`src/rtl/if_id_skid.sv`:
```
// if_id_skid: IF/ID pipeline register with one-entry skid buffer, stall, flush and field decode
module if_id_skid #(
  parameter int ADDR_W = 32,
  parameter int INST_W = 32,
  parameter logic [INST_W-1:0] NOP_INST = INST_W'(32'h0000_0000)
) (
  input  logic              clk_i,
  input  logic              rst_i,
  input  logic              valid_i,
  output logic              ready_o,
  input  logic [ADDR_W-1:0] inst_addr_i,
  input  logic [INST_W-1:0] inst_i,
  input  logic              stall_i,
  input  logic              flush_i,
  output logic              valid_o,
  output logic [ADDR_W-1:0] inst_addr_o,
  output logic [INST_W-1:0] inst_o,
  output logic [5:0]        op_o,
  output logic [4:0]        rs_o,
  output logic [4:0]        rt_o,
  output logic [4:0]        rd_o,
  output logic [5:0]        funct_o,
  output logic [15:0]       imm_o,
  output logic [25:0]       jaddr_o,
  output logic [1:0]        occupancy_o
);
  logic              out_v_q, out_v_d, sk_v_q, sk_v_d;
  logic [ADDR_W-1:0] out_a_q, out_a_d, sk_a_q, sk_a_d;
  logic [INST_W-1:0] out_i_q, out_i_d, sk_i_q, sk_i_d;
  logic [1:0]        occ_q, occ_d;
  logic              adv, acc;
  always_comb begin
    adv     = !out_v_q || !stall_i;
    acc     = valid_i && !sk_v_q;
    out_v_d = flush_i ? 1'b0 : adv ? (sk_v_q || acc) : out_v_q;
    out_a_d = flush_i || !adv ? out_a_q : sk_v_q ? sk_a_q : acc ? inst_addr_i : out_a_q;
    out_i_d = flush_i || !adv ? out_i_q : sk_v_q ? sk_i_q : acc ? inst_i : out_i_q;
    sk_v_d  = flush_i ? 1'b0 : adv ? 1'b0 : (sk_v_q || acc);
    sk_a_d  = !flush_i && !adv && acc ? inst_addr_i : sk_a_q;
    sk_i_d  = !flush_i && !adv && acc ? inst_i : sk_i_q;
    occ_d   = {1'b0, out_v_d} + {1'b0, sk_v_d};
  end
  always_ff @(posedge clk_i) begin
    if (!rst_i) begin
      out_v_q <= 1'b0;
      out_a_q <= '0;
      out_i_q <= NOP_INST;
      sk_v_q  <= 1'b0;
      sk_a_q  <= '0;
      sk_i_q  <= NOP_INST;
      occ_q   <= '0;
    end else begin
      out_v_q <= out_v_d;
      out_a_q <= out_a_d;
      out_i_q <= out_i_d;
      sk_v_q  <= sk_v_d;
      sk_a_q  <= sk_a_d;
      sk_i_q  <= sk_i_d;
      occ_q   <= occ_d;
    end
  end
  assign ready_o     = !sk_v_q;
  assign valid_o     = out_v_q;
  assign inst_addr_o = out_a_q;
  assign inst_o      = out_v_q ? out_i_q : NOP_INST;
  assign occupancy_o = occ_q;
  assign op_o        = inst_o[31:26];
  assign rs_o        = inst_o[25:21];
  assign rt_o        = inst_o[20:16];
  assign rd_o        = inst_o[15:11];
  assign funct_o     = inst_o[5:0];
  assign imm_o       = inst_o[15:0];
  assign jaddr_o     = inst_o[25:0];
endmodule

```
`config.mk`:
```
export PLATFORM = sky130hd
export DESIGN_NAME = if_id_skid
export DESIGN_NICKNAME = d
export VERILOG_FILES = /design/src/rtl/if_id_skid.sv
export SDC_FILE = /design/constraint.sdc
export NUM_CORES = 1
export LEC_CHECK = 0
export ABC_CLOCK_PERIOD_IN_PS = 1400
export BUFFER_PORTS_ARGS = -buffer_cell sky130_fd_sc_hd__buf_4
export CAP_MARGIN = 20
export CORE_MARGIN = 8
export CORE_UTILIZATION = 45
export DETAILED_ROUTE_END_ITERATION = 12
export PLACE_DENSITY_LB_ADDON = 0.25
export RECOVER_POWER = 100
export SLEW_MARGIN = 15
export SYNTH_ARGS = -nofsm -noshare
export SYNTH_HDL_FRONTEND = slang
export SYNTH_SLANG_ARGS = --single-unit
```
`constraint.sdc`:
```
create_clock -name clk_i -period 1.4 [get_ports clk_i]
set_input_delay 0.21 -clock clk_i [delete_from_list [all_inputs] [get_ports clk_i]]
set_output_delay 0.21 -clock clk_i [all_outputs]
set_load 0.05 [all_outputs]
```
==> metrics.cfg <==
[power]
power_mw = 10.2
p_leak_nw = 4.43
irDropWorstVdd_mv = 0.734
power.density_nw_per_um2 = 1070

[finish]
diodes = 0
final_cell_mix = dfxtp_1, nand2_1, mux2i_1
drive_above_1_share_pct = 38.1
final_common_cell = dfxtp_1
area_growth_pct = 44.2
fin_nets = 893

[sta]
setup_ws_ns = -0.165
fin_crit_sh_pct = 112
rsz0062_at_grt = true
setup_viol = 189
hold_viol_final = 0
finClkSkew_ns = 0.00958
fin_crit_ns = 1.56
slew_headroom_pct = 74.1
drv_slew = 0
worstMarginPinSlew_ns = 0.389
max_freq_ghz = 0.639

[grt]
grt_pass1_vias = 5366
grt_max_degree = 58
globalRoute.totalOverflow = 0
grt_use_total_pct = 18.4
antenna_found_initial = 0
grt-busiest-layer = met2
use_met2_pct = 31.4
gr-usage-met3_pct = 6.09
met1_usage_pct = 21.5
grt_pass1_wl_mm = 27.4

[yosys]
syn_area_per_cell_um2 = 9.58
synth_seq_cells = 132
ys_warn_count = 0
ys_types = 21
synth_cells = 691
seq_area_frac_synth_pct = 39.9
syn-cell-area_um2 = 6620
synth_nets = 761

[critical_path]
cp-end-kind = output pin
path_max_fanout = 17
startpoint_type = flip-flop
cp.arrival_ns = 1.35
critPathRequiredTime_ns = 1.19
r2r_cells = 5
r2r_slack_ns = -0.13
criticalPathCategory = flip-flop to output pin

[detailed_routing]
drc = 0
drt_wl_total_mm = 19.2
vias = 5422
drt_iter0_drc = 313
dr.pass1.iters = 6
wl_per_cell_um = 18.8
viasPerCell = 5.32
drtAntennaViolNets = 0

[placed_design]
pre_cts_ws_ns = -0.0414
portBuffers = 205
gp_congestion = 0.763
dp_hpwl_mm = 12.3

[die]
die_x_um = 137
io_pins = 206
die-area_um2 = 18800
num_rows = 44
die_y_um = 137
initial_core_util_pct = 45.7
core-area_um2 = 14500

[clocking]
worst_skew_pair.late_latency_ns = 0.42
cts-buffers-inserted = 17
clock-sinks = 132
clockBufferDepth = 2
clock-root-buffer = clkbuf_16
clk_pin_slew_ns = 0.06
tritoncts = yes
h-tree-depth = 4

[worst_hold_path]
hold-path-cell-count = 3
hp-class = input port to flip-flop

[outcome]
violations = setup timing
outcome = finished with violations

[run]
maxCapViolations = 0

[worst max-delay path, stage by stage (launching register included)]
cell	delay [ns]
dfxtp_4	0.39
buf_12	0.15
and2_4	0.22
buf_8	0.16
[what timing repair did]
item	in CTS	in global routing
buffers inserted	3	2
hold buffers	0	0
gates cloned	3	2
setup endpoints to repair	119	222
resized for setup	113	112
pin swaps	11	15
[kinds of logic after synthesis]
logic type	after synthesis	synth area share (%)
compound gates	66	10.0
mux	128	19.4
buf+inv	131	14.3
flops	132	39.9
simple gates	233	16.2
fa+ha+maj	1	0.189
[layout make-up]
cell class,count,area (um2)
multi-input combinational,428,3140
clock inverter,9,150
inverter,1,3.75
timing repair buffer,243,2890
fill,1078,4940
sequential,132,2650
clock buffer,22,484
tap,184,230
[sequential cells by signal, indices dropped and copies added (netlist names)]
| signal | count |
|---|---|
| sk_i_q | 32 |
| occupancy_o | 2 |
| out_i_q | 32 |
| valid_o | 1 |
| sk_v_q | 1 |
| inst_addr_o | 32 |
| sk_a_q | 32 |
[stage by stage]
step	TNS, ns	std cells	hold slack [ns]	utilization (%)	area (um2)
floorplan	0	691	0.352	-	6710
global placement	0	978	0.441	54.5	7890
detailed placement	-0.179	978	0.448	54.5	7890
CTS	-16.82	1015	0.0427	62.6	9070
global route	-26.29	1019	0.0478	65.9	9540
finish	-16.89	1019	0.0521	65.9	9540
[synthesized netlist by cell type (all sizes together)]
master | number | area, um2
o21ba | 1 | 16.3
ha | 1 | 12.5
nor3 | 1 | 5.00
nand3 | 64 | 320
and2 | 37 | 231
o211a | 64 | 641
buf | 102 | 828
mux2i | 128 | 1280
a21oi | 1 | 5.00
nor4b | 1 | 23.8
nor2 | 1 | 3.75
inv | 1 | 3.75
nand2 | 129 | 487
dfxtp | 132 | 2640
clkbuf | 28 | 116
[metal layers]
metal | share of wire, % | wire (um)
met4 | 1.1 | 206
met3 | 8.2 | 1570
met2 | 49 | 9320
met5 | 0 | 0
met1 | 42 | 8090
[path summary, 6_finish.rpt]
kind,startpoint,to
setup / recovery,valid_o,jaddr_o[15]
hold reg to reg,sk_a_q[20],sk_a_q[20]
hold / removal,inst_addr_i[20],sk_a_q[20]
setup reg to reg,valid_o,sk_i_q[20]
[power breakdown]
part | leakage [nW] | total (mW) | switching, mW | internal (mW)
Combinational | 3.05 | 1.49 | 0.871 | 0.621
Clock | 0.308 | 4.75 | 1.61 | 3.15
Sequential | 1.08 | 4.00 | 0.0933 | 3.90
Total | 4.43 | 10.2 | 2.57 | 7.67
Power figures use the tool's default switching activity.
